[src/rtl/wb_port_arbiter_if.sv]
// Bundle of the register-file write-port, long-latency result and hazard-check signals.
// The slave modport is the arbiter's view; the master modport is the surrounding core's view.
interface wb_port_arbiter_if #(
    parameter int ADDRESS_WIDTH = 5,
    parameter int DATA_WIDTH    = 32
);
    logic                     pipe_we;
    logic [ADDRESS_WIDTH-1:0] pipe_rd;
    logic [DATA_WIDTH-1:0]    pipe_wd;
    logic                     lu_valid;
    logic [ADDRESS_WIDTH-1:0] lu_rd;
    logic [DATA_WIDTH-1:0]    lu_wd;
    logic                     lu_ready;
    logic                     issue_valid;
    logic [ADDRESS_WIDTH-1:0] issue_rd;
    logic [ADDRESS_WIDTH-1:0] chk_rs1;
    logic [ADDRESS_WIDTH-1:0] chk_rs2;
    logic [ADDRESS_WIDTH-1:0] chk_rd;
    logic                     rs1_busy;
    logic                     rs2_busy;
    logic                     rd_busy;
    logic                     pipe_hold;
    logic                     WE3;
    logic [ADDRESS_WIDTH-1:0] AD3;
    logic [DATA_WIDTH-1:0]    WD3;

    modport slave (
        input  pipe_we, pipe_rd, pipe_wd,
        input  lu_valid, lu_rd, lu_wd,
        output lu_ready,
        input  issue_valid, issue_rd,
        input  chk_rs1, chk_rs2, chk_rd,
        output rs1_busy, rs2_busy, rd_busy,
        output pipe_hold,
        output WE3, AD3, WD3
    );

    modport master (
        output pipe_we, pipe_rd, pipe_wd,
        output lu_valid, lu_rd, lu_wd,
        input  lu_ready,
        output issue_valid, issue_rd,
        output chk_rs1, chk_rs2, chk_rd,
        input  rs1_busy, rs2_busy, rd_busy,
        input  pipe_hold,
        input  WE3, AD3, WD3
    );
endinterface

[src/rtl/wb_port_arbiter.sv]
// Shares the single register-file write port between pipeline writeback (priority) and a
// queued long-latency result stream, with a busy-register scoreboard and a starvation guard.
module wb_port_arbiter #(
    parameter int ADDRESS_WIDTH = 5,
    parameter int DATA_WIDTH    = 32,
    parameter int FIFO_DEPTH    = 2,
    parameter int STARVE_LIMIT  = 8
) (
    input  logic              clk,
    input  logic              rst,
    wb_port_arbiter_if.slave  bus
);
    localparam int NREG = 2 ** ADDRESS_WIDTH;
    localparam int PW   = $clog2(FIFO_DEPTH);
    localparam int CW   = $clog2(FIFO_DEPTH + 1);
    localparam int SW   = (STARVE_LIMIT > 1) ? $clog2(STARVE_LIMIT + 1) : 1;

    logic [ADDRESS_WIDTH-1:0] rd_mem_q [FIFO_DEPTH];
    logic [DATA_WIDTH-1:0]    wd_mem_q [FIFO_DEPTH];
    logic [PW-1:0]            wr_ptr_q, wr_ptr_d;
    logic [PW-1:0]            rd_ptr_q, rd_ptr_d;
    logic [CW-1:0]            count_q, count_d;
    logic [SW-1:0]            starve_q, starve_d;
    logic                     pipe_hold_q, pipe_hold_d;
    logic [NREG-1:0]          busy_q, busy_d;

    logic                     fifo_empty_s, fifo_full_s;
    logic                     pipe_wr_s, pop_s, push_s;
    logic                     we_s;
    logic [ADDRESS_WIDTH-1:0] ad_s;
    logic [DATA_WIDTH-1:0]    wd_s;
    logic [NREG-1:0]          clr_mask_s, set_mask_s;

    // Write-port mux: pipeline first unless a forced drain is in progress, then FIFO head.
    always_comb begin
        fifo_empty_s = (count_q == CW'(0));
        fifo_full_s  = (count_q == CW'(FIFO_DEPTH));
        pipe_wr_s    = bus.pipe_we && (bus.pipe_rd != '0) && !pipe_hold_q;
        push_s       = bus.lu_valid && !fifo_full_s && (bus.lu_rd != '0);
        we_s         = 1'b0;
        ad_s         = '0;
        wd_s         = '0;
        pop_s        = 1'b0;
        if (pipe_wr_s) begin
            we_s = 1'b1;
            ad_s = bus.pipe_rd;
            wd_s = bus.pipe_wd;
        end else if (!fifo_empty_s) begin
            we_s  = 1'b1;
            ad_s  = rd_mem_q[rd_ptr_q];
            wd_s  = wd_mem_q[rd_ptr_q];
            pop_s = 1'b1;
        end else begin
            we_s = 1'b0;
        end
    end

    // Next-state for FIFO bookkeeping, scoreboard and starvation guard.
    always_comb begin
        wr_ptr_d = push_s ? (wr_ptr_q + PW'(1)) : wr_ptr_q;
        rd_ptr_d = pop_s  ? (rd_ptr_q + PW'(1)) : rd_ptr_q;
        case ({push_s, pop_s})
            2'b10:   count_d = count_q + CW'(1);
            2'b01:   count_d = count_q - CW'(1);
            default: count_d = count_q;
        endcase

        // Clear applied before set so a same-cycle issue to the popped register stays busy.
        clr_mask_s = pop_s ? (NREG'(1) << ad_s) : '0;
        set_mask_s = (bus.issue_valid && (bus.issue_rd != '0)) ? (NREG'(1) << bus.issue_rd) : '0;
        busy_d     = ((busy_q & ~clr_mask_s) | set_mask_s) & ~NREG'(1);

        if (fifo_empty_s || pop_s) begin
            starve_d = SW'(0);
        end else begin
            starve_d = starve_q + SW'(1);
        end
        pipe_hold_d = !fifo_empty_s && !pop_s && (starve_q == SW'(STARVE_LIMIT - 1));
    end

    // State registers; reset discards queued results and clears every busy bit.
    always_ff @(posedge clk or posedge rst) begin
        if (rst) begin
            for (int i = 0; i < FIFO_DEPTH; i++) begin
                rd_mem_q[i] <= '0;
                wd_mem_q[i] <= '0;
            end
            wr_ptr_q    <= '0;
            rd_ptr_q    <= '0;
            count_q     <= '0;
            starve_q    <= '0;
            pipe_hold_q <= 1'b0;
            busy_q      <= '0;
        end else begin
            if (push_s) begin
                rd_mem_q[wr_ptr_q] <= bus.lu_rd;
                wd_mem_q[wr_ptr_q] <= bus.lu_wd;
            end
            wr_ptr_q    <= wr_ptr_d;
            rd_ptr_q    <= rd_ptr_d;
            count_q     <= count_d;
            starve_q    <= starve_d;
            pipe_hold_q <= pipe_hold_d;
            busy_q      <= busy_d;
        end
    end

    assign bus.lu_ready  = !fifo_full_s;
    assign bus.pipe_hold = pipe_hold_q;
    assign bus.WE3       = we_s;
    assign bus.AD3       = ad_s;
    assign bus.WD3       = wd_s;
    assign bus.rs1_busy  = busy_q[bus.chk_rs1] && (bus.chk_rs1 != '0);
    assign bus.rs2_busy  = busy_q[bus.chk_rs2] && (bus.chk_rs2 != '0);
    assign bus.rd_busy   = busy_q[bus.chk_rd]  && (bus.chk_rd  != '0);
endmodule

[src/flat_wrapper.sv]
// flat-port wrapper written by rule: the top's interface ports become plain ports
module wb_port_arbiter_flat 
#(
    parameter int ADDRESS_WIDTH = 5,
    parameter int DATA_WIDTH    = 32,
    parameter int FIFO_DEPTH    = 2,
    parameter int STARVE_LIMIT  = 8
)
  (clk, rst, bus_pipe_we, bus_pipe_rd, bus_pipe_wd, bus_lu_valid, bus_lu_rd, bus_lu_wd, bus_lu_ready, bus_issue_valid, bus_issue_rd, bus_chk_rs1, bus_chk_rs2, bus_chk_rd, bus_rs1_busy, bus_rs2_busy, bus_rd_busy, bus_pipe_hold, bus_WE3, bus_AD3, bus_WD3);
  wb_port_arbiter_if #(.ADDRESS_WIDTH(ADDRESS_WIDTH), .DATA_WIDTH(DATA_WIDTH)) bus_i ();
  input  logic clk;
  input  logic rst;
  input wire logic [$bits(bus_i.pipe_we)-1:0] bus_pipe_we;
  input wire logic [$bits(bus_i.pipe_rd)-1:0] bus_pipe_rd;
  input wire logic [$bits(bus_i.pipe_wd)-1:0] bus_pipe_wd;
  input wire logic [$bits(bus_i.lu_valid)-1:0] bus_lu_valid;
  input wire logic [$bits(bus_i.lu_rd)-1:0] bus_lu_rd;
  input wire logic [$bits(bus_i.lu_wd)-1:0] bus_lu_wd;
  output wire logic [$bits(bus_i.lu_ready)-1:0] bus_lu_ready;
  input wire logic [$bits(bus_i.issue_valid)-1:0] bus_issue_valid;
  input wire logic [$bits(bus_i.issue_rd)-1:0] bus_issue_rd;
  input wire logic [$bits(bus_i.chk_rs1)-1:0] bus_chk_rs1;
  input wire logic [$bits(bus_i.chk_rs2)-1:0] bus_chk_rs2;
  input wire logic [$bits(bus_i.chk_rd)-1:0] bus_chk_rd;
  output wire logic [$bits(bus_i.rs1_busy)-1:0] bus_rs1_busy;
  output wire logic [$bits(bus_i.rs2_busy)-1:0] bus_rs2_busy;
  output wire logic [$bits(bus_i.rd_busy)-1:0] bus_rd_busy;
  output wire logic [$bits(bus_i.pipe_hold)-1:0] bus_pipe_hold;
  output wire logic [$bits(bus_i.WE3)-1:0] bus_WE3;
  output wire logic [$bits(bus_i.AD3)-1:0] bus_AD3;
  output wire logic [$bits(bus_i.WD3)-1:0] bus_WD3;
  assign bus_i.pipe_we = bus_pipe_we;
  assign bus_i.pipe_rd = bus_pipe_rd;
  assign bus_i.pipe_wd = bus_pipe_wd;
  assign bus_i.lu_valid = bus_lu_valid;
  assign bus_i.lu_rd = bus_lu_rd;
  assign bus_i.lu_wd = bus_lu_wd;
  assign bus_lu_ready = bus_i.lu_ready;
  assign bus_i.issue_valid = bus_issue_valid;
  assign bus_i.issue_rd = bus_issue_rd;
  assign bus_i.chk_rs1 = bus_chk_rs1;
  assign bus_i.chk_rs2 = bus_chk_rs2;
  assign bus_i.chk_rd = bus_chk_rd;
  assign bus_rs1_busy = bus_i.rs1_busy;
  assign bus_rs2_busy = bus_i.rs2_busy;
  assign bus_rd_busy = bus_i.rd_busy;
  assign bus_pipe_hold = bus_i.pipe_hold;
  assign bus_WE3 = bus_i.WE3;
  assign bus_AD3 = bus_i.AD3;
  assign bus_WD3 = bus_i.WD3;
  wb_port_arbiter #(.ADDRESS_WIDTH(ADDRESS_WIDTH), .DATA_WIDTH(DATA_WIDTH), .FIFO_DEPTH(FIFO_DEPTH), .STARVE_LIMIT(STARVE_LIMIT)) u_core (.clk(clk), .rst(rst), .bus(bus_i));
endmodule
[config.mk]
export PLATFORM = sky130hd
export DESIGN_NAME = wb_port_arbiter_flat
export DESIGN_NICKNAME = d
export VERILOG_FILES = /design/src/rtl/wb_port_arbiter_if.sv /design/src/rtl/wb_port_arbiter.sv /design/src/flat_wrapper.sv
export SDC_FILE = /design/constraint.sdc
export NUM_CORES = 1
export LEC_CHECK = 0
export CAP_MARGIN = 10
export CORE_MARGIN = 5
export CORE_UTILIZATION = 51
export DETAILED_ROUTE_END_ITERATION = 7
export PLACE_DENSITY = 0.81
export SYNTH_ARGS = -nofsm -noshare
export SYNTH_HDL_FRONTEND = slang
export SYNTH_SLANG_ARGS = --single-unit
export TNS_END_PERCENT = 50
[constraint.sdc]
create_clock -name clk -period 3.78 [get_ports clk]
set_input_delay 0.378 -clock clk [delete_from_list [all_inputs] [get_ports clk]]
set_output_delay 0.378 -clock clk [all_outputs]
set_load 0.05 [all_outputs]
==> metrics.md, run 1 <==
| Metric | Value |
|---|---|
| Sequential power share | `31.2%` |
| Worst setup startpoint | `bus_chk_rs2[0]` |
| Syn nets | `606` |
| DR WL/cell | `21.5 um` |
| Reg2Reg Setup Slack | `0.91 ns` |
| Primary FF master, synth | `dfrtp_1` |
| Hold path cells | `1` |
| Initial antenna violation count | `0` |
| Setup Crit Path Kind | `primary input to output port` |
| CTS tree | `yes` |
| Placed Cells | `774` |
| Ys async rst share | `100%` |
| Final hold viol count | `0` |
| GRT overflow | `0` |
| Seq/Total Area, Yosys | `46.7%` |
| CP Capture Type | `output port` |
| Synthesized area | `6100 sq um` |
| CTS buffer count | `17` |
| WP buf/inv | `2` |
| Post-Synth Simple-Gate Area | `6.83%` |
| Pint | `0.00459 W` |
| Tmin final | `3.60 ns` |
| Syn avg cell area | `12.1 sq um` |
| CP peak stage delay | `0.82 ns` |
| Vias per inst | `6.11` |
| Hold Buf Count CTS | `0` |
| Peak VDD IR | `0.000467 V` |
| RSZ-0062 raised after global routing | `no` |
| Final Cycle Share | `95.3%` |
| Layout Cells excl Fill | `806` |
| Worst path required time | `3.40 ns` |
| Reg-to-Reg Start | `u_core.bus.pipe_hold` |
| Clk network pwr share | `20.9%` |
| First-pass GRT wire length | `28900 um` |
| Die height | `119 um` |
| Pleak | `3.57 nW` |
| Vias in the first global route | `5485` |
| Num Clock Sinks | `114` |
| Slew Viols, Final | `0` |
| Commonest cells post-synth | `114 x dfrtp_1, 62 x mux2_2, 45 x nand2_1, 45 x o21ai_0, 39 x mux2i_1` |
| Top cell type's share of synthesized area | `46.7%` |
| PwrDens | `866 nW/um^2` |
| Comb power frac | `47.9%` |
| Post-synth cell types | `44` |
| Syn Inst Count | `505` |
| Xor and xnor fraction of the mapped netlist area | `0.861%` |
| Layout cell share with drive strength beyond 1 | `27.3%` |
| Adder-cell share of the synthesized area | `0.410%` |
| Net count, final | `747` |
| Width of the die | `119 um` |
| Area Growth Syn to Fin | `40.6%` |
| Relative slew slack | `39.4%` |
| PortBufs | `141` |
| Crit start category | `primary input` |
| Status | `completed` |
| Worst-Skew Late Latency | `0.41 ns` |
| Max-Cap Viols | `0` |
| Site Rows | `40` |
| Number of synthesized flops with an enable pin | `0` |
| Core area | `11900 sq um` |
| Setup TNS | `0 ns` |
| WHS Endpoint | `u_core.bus.pipe_hold` |
| Worst path top cell family by delay | `buffers and inverters` |
| Worst path cell trace | `clkdlybuf4s50_1, mux4_2, mux4_2, mux2_2, clkdlybuf4s50_1` |
| Drc violations | `0` |
| Initial Util | `51.5%` |
| Clock Skews | `0.00578 ns` |
| Worst Hold Launch | `u_core.starve_q[3]` |
| Antenna violation net count after detailed routing | `0` |
| Top cell type by total area after synthesis | `dfrtp_1` |
| GPL Wtd Cong | `0.911` |
| Switching share of power | `38.2%` |
| Synth top area cells | `dfrtp_1 47%, mux2_2 11%, mux4_2 10%` |
| Post-synthesis mux area share | `30.8%` |
| R2R Path End | `u_core.busy_q[23]` |
| # H-tree levels | `4` |
| Compound-gate portion of the synthesized area | `11.9%` |
| Min-Delay Path Class | `flop to flop` |
| R2R depth | `7` |
| Least-Margin Pin Slew | `0.909 ns` |
| Ant diodes | `0` |
| Root Driver | `clkbuf_16` |
| Detail Placement HPWL | `12600 um` |
| Top-count cell post-synth | `dfrtp_1` |
| Drt total wl | `17300 um` |
| Endpoints failing setup | `0` |
| Critical-path top delay cell | `clkdlybuf4s50_1` |
| Warnings, synthesis | `0` |
| Power Total | `0.00743 W` |
| Largest family of logic cells by synthesized area | `multiplexers` |
| Synth Register Bits | `114` |
| Pre-antenna DRT Iters | `5` |
| Net switching power figure | `0.00284 W` |
| Worst-path maximum fanout | `9` |
| Clock buffer depth | `2` |
| Iter 0 DRT Violations | `342` |
| Via count | `4928` |
| Die area | `14300 sq um` |
| Achievable Freq | `0.278 GHz` |
| Clk slew on worst S/H paths | `0.05 ns` |
| I/O pin total | `142` |
| All-layer global routing usage | `25.5%` |
| Pin count of the biggest net entering global routing | `75` |
| Critical path arrival | `3.22 ns` |
-- stage by stage --
stage          util, %  hold WS (ns)  setup WS, ns  cell area [sq um]
2_1_floorplan        -         0.428         0.386               6100
3_3_place_gp      67.4         0.438         0.203               7990
3_5_place_dp      67.4         0.445         0.125               7990
4_1_cts           72.3         0.454         0.119               8580
5_1_grt           72.3         0.484        0.0253               8580
6_report          72.3         0.452         0.179               8580
-- cells by family after synthesis --
family | Yosys count
AOI/OAI and AO/OA | 117
buffers and inverters | 36
adders and majority gates | 2
and+or+nand+nor | 86
DFF | 114
muxes | 144
xor gates and xnor gates | 6
-- what timing repair did --
| item | in CTS | in global routing |
|---|---|---|
| buffers inserted | 0 | 0 |
| gates resized for setup | 0 | 1 |
| hold endpoints to repair | 0 | 0 |
| setup endpoints to repair | 0 | 1 |
-- routing by layer --
metal / global-route usage, % / part of all wire (%)
met5: 0 / 0
met4: 9.16 / 3.0
met3: 9.31 / 9.4
met2: 43.0 / 50
met1: 30.1 / 38
-- worst max path at each step --
stage	to	slack [ns]	cells after the start
finish	bus_rs2_busy	0.18	5
floorplan	u_core.bus.pipe_hold	0.39	1
detailed placement	bus_rs1_busy	0.13	5
CTS	bus_rs1_busy	0.12	5
global route	bus_rs2_busy	0.03	5
global placement	bus_rd_busy	0.20	5
-- sequential cells by signal (all words and copies together) (netlist names) --
| register | count |
|---|---|
| u_core.wr_ptr_q | 1 |
| u_core.rd_mem_q | 10 |
| u_core.starve_q | 4 |
| u_core.busy_q | 31 |
| u_core.wd_mem_q | 64 |
| u_core.bus.pipe_hold | 1 |
| u_core.count_q | 2 |
| u_core.rd_ptr_q | 1 |
-- cells in the final DEF, fill, tap and decap left out, types with 4 or more instances in the layout --
master           Yosys  layout
mux2i_1             39      39
buf_12               0      35
buf_4                0      12
dfrtp_1            114     113
inv_2                4       4
o31ai_1              8       8
o21ai_0             45      45
xnor2_1              4       4
mux2_1              16      16
nand4_1              4       4
nand2b_1             5       5
o21ai_1             28      28
clkbuf_16            0      17
clkdlybuf4s50_1      0     103
mux4_2              27      27
a21oi_1              7       7
nand2_1             45      45
or2_2                3       4
mux2_2              62      62
clkinvlp_4           0       4
o41ai_1             15      15
nand3_1              4       4
nor2_1               8       8
-- power groups by stage --
| stage | Sequential (W) | Combinational [W] | Clock, W |
|---|---|---|---|
| floorplan | 0.00211 | 0.00238 | 0 |
| finish | 0.00232 | 0.00356 | 0.00155 |
| global route | 0.00239 | 0.00379 | 0.00164 |
| CTS | 0.00230 | 0.00357 | 0.00156 |
| global placement | 0.00224 | 0.00342 | 0 |
| detailed placement | 0.00231 | 0.00353 | 0 |
-- final cells by class --
type                            count  area, sq um
Clock buffer                       23          478
Tap cell                          147          184
Timing Repair Buffer              151         1830
Multi-Input combinational cell    355         3100
Inverter                            7         28.8
Clock inverter                      9          105
Sequential cell                   114         2850
Fill cell                         793         3280
No activity file was read; power rests on OpenSTA's default activity.
==> run 2: changes to the inputs <==
--- a/config.mk
+++ b/config.mk
@@ -10,6 +10,8 @@
 export CORE_UTILIZATION = 51
 export DETAILED_ROUTE_END_ITERATION = 7
 export PLACE_DENSITY = 0.81
+export REMOVE_ABC_BUFFERS = 1
+export SLEW_MARGIN = 20
 export SYNTH_ARGS = -nofsm -noshare
 export SYNTH_HDL_FRONTEND = slang
 export SYNTH_SLANG_ARGS = --single-unit
==> metrics.md, run 2 (synthesis gave the netlist of run 1 again) <==
| Metric | Value |
|---|---|
| Antenna violation net count after detailed routing | `0 (unchanged)` |
| Max-Cap Viols | `0 (unchanged)` |
| Width of the die | `119 um (unchanged)` |
| Core area | `11900 sq um (unchanged)` |
| WP buf/inv | `2 (unchanged)` |
| Worst-path maximum fanout | `9 (unchanged)` |
| Iter 0 DRT Violations | `453 (+32%)` |
| Die area | `14300 sq um (unchanged)` |
| Placed Area | `7990 sq um (about the same)` |
| Net count, final | `745 (-0.27%)` |
| CP peak stage delay | `0.82 ns (about the same)` |
| Pleak | `3.58 nW (+0.16%)` |
| Achievable Freq | `0.272 GHz (-2.0%)` |
| DR WL/cell | `21.1 um (-1.8%)` |
| Hold Buf Count CTS | `0 (unchanged)` |
| Die height | `119 um (unchanged)` |
| Fin worst setup slack | `0.105 ns (-0.0747 ns)` |
| Endpoints failing setup | `0 (unchanged)` |
| Area Growth Syn to Fin | `41.1%` |
| CTS buffer count | `17 (unchanged)` |
| Ant diodes | `0 (unchanged)` |
| PortBufs | `141 (unchanged)` |
| Critical path arrival | `3.30 ns (+0.08 ns)` |
| R2R depth | `6 (-1)` |
| All-layer global routing usage | `24.6% (-0.92 points)` |
| Final Cycle Share | `97.2% (+2.0 points)` |
| Via count | `4888 (-0.81%)` |
| Clk slew on worst S/H paths | `0.05 ns (about the same)` |
| Peak VDD IR | `0.000455 V (-2.6%)` |
| Largest regs | `u_core.wd_mem_q x64, u_core.busy_q x31, u_core.rd_mem_q x10` |
| Root Driver | `clkbuf_16` |
| Reg2Reg Setup Slack | `0.83 ns (-0.08 ns)` |
| Min-Delay Path Class | `primary input to asynchronous set/reset pin` |
| Worst-Skew Late Latency | `0.41 ns (about the same)` |
| Num Clock Sinks | `114 (unchanged)` |
| Initial antenna violation count | `0 (unchanged)` |
| GPL Wtd Cong | `0.921 (+1.1%)` |
| First-pass GRT wire length | `27800 um (-3.8%)` |
| Pre-antenna DRT Iters | `5 (unchanged)` |
| Crit path capture | `bus_rs2_busy` |
| GRT overflow | `0 (unchanged)` |
| Clock Skews | `0.0146 ns (+0.00881 ns)` |
| Initial Util | `51.5% (unchanged)` |
| CTS tree | `yes` |
| Pin count of the biggest net entering global routing | `59 (-21%)` |
| Worst path required time | `3.40 ns (about the same)` |
| Drc violations | `0 (unchanged)` |
| Clock buffer depth | `2 (unchanged)` |
| Final hold viol count | `0 (unchanged)` |
| Critical-path top delay cell | `clkdlybuf4s50_1` |
| Drt total wl | `16900 um (-2.1%)` |
| Crit start category | `primary input` |
| Setup Buffers After CTS | `0 (unchanged)` |
| Worst setup startpoint | `bus_chk_rs2[0]` |
| Vias per inst | `6.09 (-0.44%)` |
| Post-CTS resize count | `0 (unchanged)` |
| Most frequent cells in the layout | `113 x dfrtp_1, 104 x clkdlybuf4s50_1, 62 x mux2_2` |
| Worst path cell trace | `clkdlybuf4s50_1, mux4_2, mux4_2, mux2_2, clkdlybuf4s50_1` |
| Vias in the first global route | `5290 (-3.6%)` |
| PwrDens | `876 nW/um^2 (+1.1%)` |
| Commonest non-fill, non-tap cell in the layout | `dfrtp_1` |
| Relative slew slack | `52.8% (+13 points)` |
| Detail Placement HPWL | `12400 um (-1.2%)` |
| RSZ-0062 raised after global routing | `no` |
| # H-tree levels | `4 (unchanged)` |
| Slew Viols, Final | `0 (unchanged)` |
| Site Rows | `40 (unchanged)` |
| R2R Path End | `u_core.busy_q[23]` |
| Layout cell share with drive strength beyond 1 | `27.1% (-0.18 points)` |
| Power Total | `0.00754 W (+1.5%)` |
| Setup Crit Path Kind | `primary input to output port` |
| Worst path top cell family by delay | `buffers and inverters` |
| Worst path depth | `5 (unchanged)` |
| I/O pin total | `142 (unchanged)` |
| Final Cell Area | `8610 sq um (+0.35%)` |
| Least-Margin Pin Slew | `0.707 ns (-0.201 ns)` |
| Reg-to-Reg Start | `u_core.bus.pipe_hold` |
| Worst slack at placement | `0.0580 ns (-0.0671 ns)` |
| Largest Register | `u_core.wd_mem_q` |
| Status | `completed` |
| Tmin final | `3.68 ns (+0.0747 ns)` |
| Max FFs per register | `64 (unchanged)` |
| CP Capture Type | `output port` |
| Setup TNS | `0 ns (unchanged)` |
[run 2: per-stage QoR]
stage | instances | util [%] | hold slack [ns]
finish | 803 | 72.6 | 0.447
global route | 803 | 72.6 | 0.485
CTS | 803 | 72.6 | 0.456
detailed placement | 772 | 67.4 | 0.453
global placement | 772 | 67.4 | 0.444
floorplan | 476 | - | 0.428
[run 2: where the power goes]
group	switching [W]	internal [W]
registers	0.000476	0.00183
clock network	0.000527	0.00113
logic	0.00183	0.00175
total	0.00283	0.00471
[run 2: cell type report]
cell class | count | area [sq um]
clock buffers | 21 | 460
well taps | 147 | 184
flip-flops and latches | 114 | 2850
clock inverters | 10 | 158
multi-input cells | 355 | 3100
fillers | 782 | 3250
inverters | 7 | 28.8
repair buffers | 149 | 1830
[run 2: worst min path at each step]
stage / cells past startpoint / start / end / slack [ns]
after global placement: 1 / u_core.starve_q[3] / u_core.bus.pipe_hold / 0.44
after global routing: 1 / u_core.starve_q[3] / u_core.bus.pipe_hold / 0.49
after detailed placement: 1 / u_core.starve_q[3] / u_core.bus.pipe_hold / 0.45
after CTS: 1 / u_core.starve_q[3] / u_core.bus.pipe_hold / 0.46
after floorplan: 1 / u_core.starve_q[3] / u_core.bus.pipe_hold / 0.43
final: 2 / rst / u_core.busy_q[8] / 0.45
[run 2: metal layers]
layer / routed length [um] / track usage, % / up-vias
met5: 0 / 0 / -
met4: 214 / 7.02 / 0
met3: 1520 / 8.36 / 21
met2: 8830 / 43.1 / 253
met1: 6370 / 28.7 / 2434
li1: - / - / 2180
[run 2: worst reg2reg max path: stages, from the launching register on]
cell	delay, ns
dfrtp_1	0.43
nor2b_1	0.44
o21a_1	0.50
o21a_1	0.58
inv_2	0.27
o41ai_1	0.45
o21ai_0	0.14
==> run 3: changes to the inputs <==
--- a/config.mk
+++ b/config.mk
@@ -9,6 +9,7 @@
 export CORE_MARGIN = 5
 export CORE_UTILIZATION = 51
 export DETAILED_ROUTE_END_ITERATION = 7
+export HOLD_SLACK_MARGIN = 0.15
 export PLACE_DENSITY = 0.81
 export REMOVE_ABC_BUFFERS = 1
 export SLEW_MARGIN = 20
==> results of run 3 <==
Same layout as run 2: the final DEF is identical, and so are final timing and power.
